$ cat src/rtl/bias_requant_relu.sv
// Bias add, rounding requantization shift, optional ReLU and saturation
// for the accumulator stream leaving the pointwise multiplier.
module bias_requant_relu #(
    parameter int IN_WIDTH   = 24,
    parameter int DATA_WIDTH = 8,
    parameter int BIAS_NUM   = 16,
    parameter int BIAS_WIDTH = 24,
    parameter int SHIFT      = 4,
    parameter int RELU       = 1,
    localparam int AW = (BIAS_NUM > 1) ? $clog2(BIAS_NUM) : 1
) (
    input  logic                         clk,
    input  logic                         reset_n,
    input  logic                         valid_i,
    input  logic signed [IN_WIDTH-1:0]   data_i,
    input  logic                         sop_i,
    input  logic                         eop_i,
    input  logic                         sof_i,
    input  logic                         eof_i,
    input  logic                         bias_wr_i,
    input  logic [AW-1:0]                bias_addr_i,
    input  logic signed [BIAS_WIDTH-1:0] bias_data_i,
    output logic signed [DATA_WIDTH-1:0] data_o,
    output logic                         data_valid_o,
    output logic                         sop_o,
    output logic                         eop_o,
    output logic                         sof_o,
    output logic                         eof_o,
    output logic [15:0]                  sat_cnt_o
);

    localparam int SW = IN_WIDTH + 1;
    // One extra bit so the rounding offset can never wrap the sum.
    localparam int RW = IN_WIDTH + 2;
    localparam logic signed [RW-1:0] HALF = RW'((2 ** SHIFT) / 2);
    localparam logic signed [RW-1:0] MAXV = RW'(2 ** (DATA_WIDTH - 1) - 1);
    localparam logic signed [RW-1:0] MINV = RW'(-(2 ** (DATA_WIDTH - 1)));
    localparam logic [AW-1:0] LAST = AW'(BIAS_NUM - 1);

    logic signed [BIAS_WIDTH-1:0] bias_q [BIAS_NUM];
    logic [AW-1:0]                idx_q;
    logic [AW-1:0]                idx_d;
    logic [AW-1:0]                sel;
    logic signed [BIAS_WIDTH-1:0] bias_rd;
    logic                         wr_ok;
    logic signed [SW-1:0]         sum_d;
    logic signed [SW-1:0]         s1_sum;
    logic                         s1_v;
    logic [3:0]                   s1_f;
    logic signed [RW-1:0]         r_d;
    logic signed [RW-1:0]         s2_r;
    logic                         s2_v;
    logic [3:0]                   s2_f;
    logic [DATA_WIDTH-1:0]        out_d;
    logic                         sat_d;

    assign sel     = sop_i ? '0 : idx_q;
    assign bias_rd = bias_q[sel];
    assign wr_ok   = bias_wr_i && (int'(bias_addr_i) < BIAS_NUM);
    assign sum_d   = SW'(data_i) + SW'(bias_rd);
    assign r_d     = (RW'(s1_sum) + HALF) >>> SHIFT;

    always_comb begin
        if (BIAS_NUM == 1)
            idx_d = '0;
        else if (sop_i)
            idx_d = AW'(1);
        else if (idx_q == LAST)
            idx_d = '0;
        else
            idx_d = idx_q + AW'(1);
    end

    // ReLU clamp is checked first so it never registers as saturation.
    always_comb begin
        out_d = s2_r[DATA_WIDTH-1:0];
        sat_d = 1'b0;
        if (RELU != 0 && s2_r[RW-1]) begin
            out_d = '0;
        end else if (s2_r > MAXV) begin
            out_d = MAXV[DATA_WIDTH-1:0];
            sat_d = 1'b1;
        end else if (s2_r < MINV) begin
            out_d = MINV[DATA_WIDTH-1:0];
            sat_d = 1'b1;
        end
    end

    always_ff @(posedge clk or negedge reset_n) begin
        if (!reset_n) begin
            for (int i = 0; i < BIAS_NUM; i++)
                bias_q[i] <= '0;
        end else if (wr_ok) begin
            bias_q[bias_addr_i] <= bias_data_i;
        end
    end

    always_ff @(posedge clk or negedge reset_n) begin
        if (!reset_n) begin
            idx_q        <= '0;
            s1_sum       <= '0;
            s1_v         <= 1'b0;
            s1_f         <= '0;
            s2_r         <= '0;
            s2_v         <= 1'b0;
            s2_f         <= '0;
            data_o       <= '0;
            data_valid_o <= 1'b0;
            sop_o        <= 1'b0;
            eop_o        <= 1'b0;
            sof_o        <= 1'b0;
            eof_o        <= 1'b0;
            sat_cnt_o    <= '0;
        end else begin
            if (valid_i)
                idx_q <= idx_d;
            s1_sum <= sum_d;
            s1_v   <= valid_i;
            s1_f   <= {sop_i, eop_i, sof_i, eof_i} & {4{valid_i}};
            s2_r   <= r_d;
            s2_v   <= s1_v;
            s2_f   <= s1_f;
            data_valid_o <= s2_v;
            {sop_o, eop_o, sof_o, eof_o} <= s2_f;
            if (s2_v) begin
                data_o <= out_d;
                if (s2_f[1])
                    sat_cnt_o <= {15'b0, sat_d};
                else if (sat_d && sat_cnt_o != 16'hFFFF)
                    sat_cnt_o <= sat_cnt_o + 16'd1;
            end
        end
    end

endmodule

$ cat config.mk
export PLATFORM = sky130hd
export DESIGN_NAME = bias_requant_relu
export DESIGN_NICKNAME = d
export VERILOG_FILES = /design/src/rtl/bias_requant_relu.sv
export SDC_FILE = /design/constraint.sdc
export NUM_CORES = 1
export LEC_CHECK = 0
export BUFFER_PORTS_ARGS = -buffer_cell sky130_fd_sc_hd__buf_4
export CAP_MARGIN = 25
export CORE_MARGIN = 3
export CORE_UTILIZATION = 42
export CTS_CLUSTER_DIAMETER = 60
export CTS_CLUSTER_SIZE = 24
export DETAILED_ROUTE_END_ITERATION = 7
export PLACE_DENSITY = 0.57
export SYNTH_ARGS = -nofsm -noshare
export SYNTH_HDL_FRONTEND = slang
export SYNTH_SLANG_ARGS = --single-unit
$ cat constraint.sdc
create_clock -name clk -period 4 [get_ports clk]
set_input_delay 1 -clock clk [delete_from_list [all_inputs] [get_ports clk]]
set_output_delay 1 -clock clk [all_outputs]
set_load 0.01 [all_outputs]
==> results.txt, run 1 <==
status: finished, final reports clean
unrepaired setup endpoints after global routing: no
worst-case clock skew: 36.4 ps
top flip-flop cell by instance count after synthesis: dfrtp_1
distinct cell type count of the synthesized netlist: 61
number of vias per cell after detailed routing: 5.63
detailed-router iteration count before antenna repair: 5
Area Overhead vs Synth: 17.8%
Warnings, synthesis: 0
top cells by area in the synthesized netlist: dfrtp_1, mux2_2, mux2i_1
net switching power of the design: 0.00470 W
Fin Hold WS: 352 ps
count of input and output buffers: 88
GRT Util Overall: 21.5%
Maximum Capacitance Violations: 0
RD Place Congestion: 0.837
critical path endpoint category: flop
part of the total power dissipated in sequential elements: 44.4%
root cell of the clock tree: clkbuf_16
share of total power consumed by net switching: 31.3%
final count of hold timing violations: 0
DPL Wire Length: 39800 um
Max FO, Critical Path: 24
DRC violation count after routing: 0
netlist area before placement: 22100 um2
clock latency reported for the late side of the worst-skew pair: 590 ps
Slew headroom: 33.2%
Req. time, crit path: 4440 ps
Avg Inst Size Synth: 12.6 um2
portion of total power attributed to combinational logic: 28.7%
path type of the worst min-delay path: reg2reg
number of buffers inserted by post-CTS setup repair: 0
first-pass GRT wire length: 92800 um
share of the yosys chip area belonging to registers: 53.4%
number of core rows: 83
Post-synth ARST share: 100%
number of nets in the finished design: 1998
top cell type's share of synthesized area: 53.4%
WP data arrival: 4170 ps
class of the most critical setup path: reg2reg
total global routing overflow: 0
nature of the critical path startpoint: flop
maximum frequency from static timing analysis: 268 MHz
width of the die: 235 um
share of layout cells above drive strength 1: 38.4%
cell-internal power: 0.0103 W
antenna violations before repair: 1
Period Utilization, post-route: 93.2%
number of synthesized flops with an enable pin: 0
net count after synthesis: 1834
clk buf depth: 3
total power draw: 0.0150 W
area of the die: 55400 um2
reported leakage power: 11.6 nW
Final ANT Viol Nets: 0
TritonCTS clock tree: done
worst IR drop on VDD: 0.000307 V
leading area contributor after synthesis: dfrtp_1
fraction of power consumed by the clock network: 26.9%
final number of setup-violating endpoints: 0
most instantiated library cell after synthesis: dfrtp_1
number of global-route vias before repair: 15316
synthesized flop and latch total: 471
clock net sink count: 471
ratio of total power to cell area: 577 nW/um2
number of buffers added by the clock tree synthesis step: 38
standard cell core area: 51600 um2
clock period minus final worst setup slack: 3730 ps
violation count after the first detailed-routing iteration: 877
number of instances in the synthesized netlist: 1747
routed wire length per instance: 22.8 um
starting density of the core: 42.8%
number of vias in the routed layout: 14754
boundary pin count: 89
clock input transition at the sequential cells of the worst setup and hold paths: 80 ps
WL final: 59700 um
most numerous cell types in the synthesized netlist: dfrtp_1, mux2_2, mux2i_1
overall die height: 235 um
number of H-tree levels: 2
Final Max Slew Viols: 0
actual transition at the worst max-transition pin: 993 ps
maximum number of pins on one net before global-route repair: 74
==> flip-flops by register name, indices dropped and copies added (netlist names), 4 cells and up <==
name / count
s1_f: 4
idx_q: 4
bias_q: 384
data_o: 8
s2_r: 22
s1_sum: 22
sat_cnt_o: 16
s2_f: 4
==> per-stage QoR <==
step	instances	cell area, um2	util, %	TNS [ps]	setup WS, ps
6_report	2621	26000	50.4	0	272
5_1_grt	2621	26000	50.4	0	64.8
4_1_cts	2620	26000	50.4	0	161
3_5_place_dp	2551	24700	47.8	-2590	-294
3_3_place_gp	2551	24700	47.8	-1710	-212
2_1_floorplan	1747	22200	-	0	7.66
==> power by group through the flow <==
stage,Combinational [W],Clock (W),Sequential [W]
after CTS,0.00435,0.00415,0.00666
after global placement,0.00424,0,0.00670
after detailed placement,0.00433,0,0.00675
after global routing,0.00472,0.00434,0.00682
after floorplan,0.00279,0,0.00657
final,0.00431,0.00404,0.00666
==> cells in the final DEF, fill, tap and decap left out, drive strengths merged, types with 18 or more instances in the layout <==
cell and instances:
o21ai 65, buf 255, nand2 27, nand3 28, a211oi 28, a21oi 46, xor2 18, mux2i 145
o22ai 25, a221oi 23, dfrtp 471, clkbuf 46, inv 25, a31oi 30, xnor2 28, ha 27
a221o 23, mux2 392, nor2 80, nor3 33
==> critical path: stages, from the launching register on <==
cell and delay (ps):
dfrtp_4 490, buf_4 380, mux2i_1 130, a21oi_1 280, o22ai_1 150, a31oi_1 320, ha_1 310, a21o_1 200
a2111oi_4 360, a21oi_4 120, a31oi_4 190, o21ai_1 160, or3b_1 370, o2111a_1 140
==> cell type report <==
| class | instances | area (um2) |
|---|---|---|
| fillers | 4501 | 25600 |
| flip-flops and latches | 471 | 11800 |
| multi-input cells | 1131 | 9860 |
| repair buffers | 255 | 2110 |
| clock buffers | 46 | 1070 |
| well taps | 680 | 851 |
| clock inverters | 23 | 270 |
| inverters | 14 | 52.6 |
| diodes | 1 | 2.50 |
==> path summary, 6_finish.rpt <==
kind	slack [ps]	cells past startpoint	startpoint	to
max	270	13	idx_q[1]	s1_sum[21]
min	350	0	s1_f[2]	s2_f[2]
max reg2reg	270	13	idx_q[1]	s1_sum[21]
min reg2reg	350	0	s1_f[2]	s2_f[2]
max in group asynchronous	2560	2	reset_n	bias_q[89]
min in group asynchronous	410	1	reset_n	sat_cnt_o[8]
==> what timing repair did <==
item | in CTS | in global routing
endpoints found under the setup margin | 0 | 5
gates resized for setup | 0 | 1
hold buffers | 0 | 0
==> cells by family after synthesis <==
family / count (synthesis) / synth area share (%)
simple gates: 241 / 5.43
mux: 538 / 26.7
buf+inv: 145 / 2.53
fa+ha+maj: 27 / 1.53
flops: 471 / 53.4
xor+xnor: 46 / 1.82
compound gates: 279 / 8.64
==> per-layer routing <==
metal | vias up | GRT usage [%] | part of all wire, %
met3 | 74 | 3.06 | 3.4
met4 | 0 | 5.22 | 2.1
met1 | 7684 | 30.3 | 47
li1 | 6746 | - | -
met2 | 250 | 35.3 | 47
met5 | - | 0 | 0
Power figures use the tool's default switching activity.
==> run 2, diff against run 1 <==
Settings changed: ABC_AREA set to 1, CAP_MARGIN 25 to unset.
==> run 2 against run 1 <==
Compared with the run above: sequential share of layout area up 1.2 points; critical path depth up 7; cell area down 2.6%; die area up 0.50%; setup slack better by 230 ps; global-route usage up 2.3 points; register-to-register slack better by 350 ps; sequential power down 3%; clock-buffer cell count up 1.
==> results.txt, run 2 <==
number of buffers inserted by post-CTS setup repair: 0
clock net sink count: 471
boundary pin count: 89
actual transition at the worst max-transition pin: 1180 ps
maximum number of pins on one net before global-route repair: 85
standard cell core area: 51800 um2
WP data arrival: 3980 ps
part of the total power dissipated in sequential elements: 46.1%
portion of total power attributed to combinational logic: 23.1%
Worst path slowest cell: ha_1
number of nets in the finished design: 2846
width of the die: 236 um
register-to-register path setup slack: 620 ps
gate family responsible for the most delay along the worst path: compound AO/OA/AOI/OAI gates
Max FO, Critical Path: 61
area of the die: 55600 um2
Final ANT Viol Nets: 0
top cells by area in the synthesized netlist: dfrtp_1, o21ai_0, nand2_1
worst IR drop on VDD: 0.000285 V
top cell type's share of synthesized area: 53.1%
Warnings, synthesis: 0
Critical R2R Capture: s1_sum[24]
number of synthesized flops with an enable pin: 0
final number of setup-violating endpoints: 0
fraction of power consumed by the clock network: 30.9%
CTS Hold Bufs: 0
most used cells in the layout excluding fill and tap cells: nand2_1, o21ai_0, dfrtp_1
detailed-router iteration count before antenna repair: 5
most frequent CP cell: nand2_1
Sequential Area: 11800 um2
CP max stage delay: 350 ps
top flip-flop cell by instance count after synthesis: dfrtp_1
Post-synth ARST share: 100%
endpoint of the worst hold-timing path: s2_f[3]
Buf/Inv on CP: 5
total area of multi-input combinational cells: 8940 um2
starting density of the core: 42.8%
worst-case reg-to-reg path depth: 17
routed wire length per instance: 19.1 um
maximum frequency from static timing analysis: 286 MHz
synthesized flop and latch total: 471
most numerous cell types in the synthesized netlist: nand2_1, o21ai_0, dfrtp_1
ratio of total power to cell area: 556 nW/um2
Period Utilization, post-route: 87.5%
reg-to-reg critical path startpoint: idx_q[0]
critical path endpoint category: flop
DPL Wire Length: 42600 um
TritonCTS clock tree: done
clock period minus final worst setup slack: 3500 ps
final count of hold timing violations: 0
start point of the worst min-delay path: s1_f[3]
antenna violations before repair: 4
clk buf depth: 3
leading cell type in the layout, fill and taps excluded: nand2_1
worst-case clock skew: 18.8 ps
number of instances in the synthesized netlist: 2734
share of layout cells above drive strength 1: 10.3%
Req. time, crit path: 4480 ps
count of filler cells inserted in the layout: 5034
GRT Util Overall: 23.8%
DRC violation count after routing: 0
number of vias per cell after detailed routing: 5.32
first-pass GRT wire length: 104000 um
net count after synthesis: 2821
total global routing overflow: 0
registers with the most flip-flops: bias_q: 384 flops, s1_sum: 22 flops, s2_r: 22 flops
violation count after the first detailed-routing iteration: 1643
reported leakage power: 12.0 nW
count of input and output buffers: 88
clock input transition at the sequential cells of the worst setup and hold paths: 70 ps
WL final: 66200 um
Largest register FFs: 384
Fin Hold WS: 351 ps
total negative slack for setup checks: 0 ps
cell-internal power: 0.00934 W
distinct cell type count of the synthesized netlist: 42
Slew headroom: 21.3%
clock latency reported for the late side of the worst-skew pair: 580 ps
leading area contributor after synthesis: dfrtp_1
register with the most flip-flops: bias_q
share of total power consumed by net switching: 33.7%
Avg Inst Size Synth: 8.12 um2
unrepaired setup endpoints after global routing: no
number of global-route vias before repair: 17901
number of buffers added by the clock tree synthesis step: 41
status: finished, final reports clean
nature of the critical path startpoint: input pin
share of the yosys chip area belonging to registers: 53.1%
root cell of the clock tree: clkbuf_16
Area Overhead vs Synth: 14.2%
number of core rows: 83
Maximum Capacitance Violations: 0
class of the most critical setup path: in2reg
number of H-tree levels: 2
number of vias in the routed layout: 18497
net switching power of the design: 0.00475 W
RD Place Congestion: 0.915
most instantiated library cell after synthesis: nand2_1
overall die height: 236 um
worst-path cell chain: buf_4 > inv_2 > nand2_8 > buf_12 > buf_4 > nand2_1 > o21ai_0 > o21ai_0 > nand3_1 > nand2_1 > inv_1 > ha_1 > nand2_1 > o21ai_0 > a21oi_1 > o21ai_0 > a31oi_1 > nand2_1 > nand2_1 > nand2_1
count of cells resized by post-cts repair: 0
Hold Path Depth: 0
path type of the worst min-delay path: reg2reg
Final Max Slew Viols: 0
netlist area before placement: 22200 um2
run 2: power groups by stage:
stage / logic, W / registers [W] / clock network (W)
after CTS: 0.00327 / 0.00650 / 0.00446
after floorplan: 0.00214 / 0.00643 / 0
after global routing: 0.00375 / 0.00663 / 0.00462
after detailed placement: 0.00326 / 0.00658 / 0
after global placement: 0.00320 / 0.00656 / 0
final: 0.00325 / 0.00649 / 0.00435
run 2: final cells by class:
class | instances | share of cell area [%]
flip-flops and latches | 471 | 46.5
multi-input cells | 1864 | 35.3
repair buffers | 165 | 5.81
clock buffers | 47 | 4.42
well taps | 680 | 3.36
inverters | 216 | 3.20
clock inverters | 29 | 1.42
diodes | 2 | 0.0197
run 2: per-layer routing:
metal,vias up,share of wire [%],GRT usage (%)
li1,9008,-,-
met1,8854,45,32.9
met2,532,47,38.6
met3,101,6.2,3.86
met4,2,2.5,7.10
met5,-,0.017,0
run 2: worst max-delay path by stage:
stage	from	end	slack, ps	cells after the start
detailed placement	sop_i	s1_sum[24]	7	20
global route	sop_i	s1_sum[24]	290	20
global placement	sop_i	s1_sum[24]	30	20
finish	sop_i	s1_sum[24]	500	20
CTS	sop_i	s1_sum[24]	620	20
floorplan	sop_i	s1_sum[24]	590	20
run 2: cell families (layout without fill, tap and decap cells):
kind of cell             Yosys count  in the layout  share of synthesized area, %
other                              0              2                             0
AND/OR/NAND/NOR                  945            945                          17.1
buffers and inverters            399            457                          7.02
AO/OA/AOI/OAI                    851            851                          19.6
flip-flops                       471            471                          53.1
adder cells (fa/ha/maj)           27             27                          1.52
XOR/XNOR                          41             41                          1.62
run 2: through the flow:
stage               total power [W]  util [%]  area, um2  setup slack [ps]  instances
global placement            0.00976      46.0      23900              32.3       3396
finish                       0.0141      48.9      25300               501       3474
floorplan                   0.00857         -      22200               588       2734
global route                 0.0150      48.9      25300               293       3474
detailed placement          0.00984      46.0      23900              6.98       3396
CTS                          0.0142      48.9      25300               618       3472
==> run 3, diff against run 2 <==
Settings changed: ABC_AREA 1 to unset, CORE_UTILIZATION 42 to 54, PLACE_DENSITY 0.57 to 0.71.
==> run 3 against run 2 <==
Compared with the run above: register-to-register slack got worse by 380 ps; non-clock buffer count rose by 67; global-route usage rose by 1.9 points; first-iteration DRC count fell by 36%; sequential share of layout area barely moved; critical path depth fell by 4; clock skew barely moved; hold slack improved by 1.9 ps; final cell count fell by 30%; maximum frequency fell by 7.0%; combinational power rose by 31%; critical path type is now reg2reg; critical endpoint is now s1_sum[23]; largest cell class unchanged.
==> results.txt, run 3 (synthesis gave the netlist of run 1 again) <==
status: finished, final reports clean
most used cells in the layout excluding fill and tap cells: dfrtp_1, mux2_2, buf_4
clock net sink count: 471
Util after Layout: 63.3%
Worst setup startpoint: idx_q[0]
Layout Cells excl Fill: 2430
Period Utilization, post-route: 94.1%
starting density of the core: 55.1%
Cell Area, Placed: 24300 um2
RD Place Congestion: 0.922
reg-to-reg critical path startpoint: idx_q[0]
CP max stage delay: 540 ps
number of core rows: 73
Largest register FFs: 384
class of the most critical setup path: reg2reg
unrepaired setup endpoints after global routing: no
Fin Hold WS: 353 ps
TritonCTS clock tree: done
critical path endpoint category: flop
Final Max Slew Viols: 0
first-pass GRT wire length: 88600 um
final antenna diode count: 0
violation count after the first detailed-routing iteration: 1059
Worst path slowest cell: dfrtp_4
worst-case clock skew: 18.3 ps
final number of setup-violating endpoints: 0
number of vias in the routed layout: 14953
worst IR drop on VDD: 0.000342 V
share of layout cells above drive strength 1: 37.3%
count of cells resized by post-cts repair: 0
clock period minus final worst setup slack: 3760 ps
Req. time, crit path: 4500 ps
worst-path cell chain: nand2b_2 > buf_12 > o21ai_0 > a21oi_1 > o22ai_1 > a31oi_1 > buf_4 > ha_1 > nand3_1 > or4b_4 > a21oi_4 > a21oi_1 > o21ai_0 > buf_4 > nand4_1 > a22oi_1
total power draw: 0.0144 W
total global routing overflow: 0
gate family responsible for the most delay along the worst path: compound AO/OA/AOI/OAI gates
DP Cell Count: 2373
maximum frequency from static timing analysis: 266 MHz
final count of hold timing violations: 0
clock input transition at the sequential cells of the worst setup and hold paths: 80 ps
registers with the most flip-flops: bias_q: 384 flops, s1_sum: 22 flops, s2_r: 22 flops
Buf/Inv on CP: 3
area of the die: 43400 um2
actual transition at the worst max-transition pin: 906 ps
maximum number of pins on one net before global-route repair: 86
number of H-tree levels: 1
DRC violation count after routing: 0
Max FO, Critical Path: 21
number of nets in the finished design: 1968
Maximum Capacitance Violations: 0
number of buffers added by the clock tree synthesis step: 31
detailed-router iteration count before antenna repair: 5
clock latency reported for the late side of the worst-skew pair: 600 ps
number of global-route vias before repair: 15560
WL final: 56100 um
DPL Wire Length: 35800 um
Area Overhead vs Synth: 14.9%
clk buf depth: 3
antenna violations before repair: 0
number of buffers inserted by post-CTS setup repair: 0
width of the die: 208 um
boundary pin count: 89
Slew headroom: 39.2%
register with the most flip-flops: bias_q
WP data arrival: 4260 ps
standard cell core area: 40100 um2
final instance area: 25400 um2
reported leakage power: 11.3 nW
overall die height: 208 um
Final ANT Viol Nets: 0
start point of the worst min-delay path: s2_f[3]
ratio of total power to cell area: 566 nW/um2
count of input and output buffers: 88
root cell of the clock tree: clkbuf_16
CTS Hold Bufs: 0
path type of the worst min-delay path: reg2reg
routed wire length per instance: 23.1 um
leading cell type in the layout, fill and taps excluded: dfrtp_1
GRT Util Overall: 25.7%
nature of the critical path startpoint: flop
number of vias per cell after detailed routing: 6.15
-- run 3: cell count changes in the layout (fill, tap and decap cells not counted), moves of 24 or more --
cell,change
nand2_1,-699
o21ai_0,-534
mux2_2,+392
inv_1,-194
a21oi_1,-174
mux2i_1,+145
buf_4,+68
nand3_1,-62
a211oi_1,+26
o22ai_1,+24
-- run 3: final timing paths --
kind                       slack (ps)       endpoint  cells past startpoint
min in group asynchronous         370  sat_cnt_o[11]                      1
hold / removal                    350          sop_o                      0
hold reg to reg                   350          sop_o                      0
setup reg to reg                  240     s1_sum[23]                     16
max in group asynchronous        2650    bias_q[303]                      2
setup / recovery                  240     s1_sum[23]                     16
-- run 3: metrics by stage --
| step | setup WS (ps) | setup TNS [ps] |
|---|---|---|
| 2_1_floorplan | 7.66 | 0 |
| 3_3_place_gp | -172 | -578 |
| 3_5_place_dp | -247 | -1600 |
| 4_1_cts | 263 | 0 |
| 5_1_grt | 28.3 | 0 |
| 6_report | 236 | 0 |
-- run 3: report_power, final --
part	switching (W)	leakage (nW)	internal (W)	total (W)
logic	0.00205	5.06	0.00222	0.00426
clock network	0.00183	0.515	0.00160	0.00343
registers	0.000698	5.76	0.00597	0.00667
total	0.00458	11.3	0.00979	0.0144
-- run 3: layer usage --
layer / up-vias / global-route usage (%) / share of wire [%]
li1: 6666 / - / -
met1: 7807 / 37.3 / 46
met2: 405 / 41.8 / 47
met3: 75 / 3.33 / 5.2
met4: 0 / 6.00 / 2.0
met5: - / 0 / 0
-- run 3: cell type report --
class                   count  area, um2
well taps                 525        657
flip-flops and latches    471      11800
clock buffers              32        790
fillers                  3033      14700
inverters                  14       52.6
repair buffers            232       1960
multi-input cells        1131       9830
clock inverters            25        277
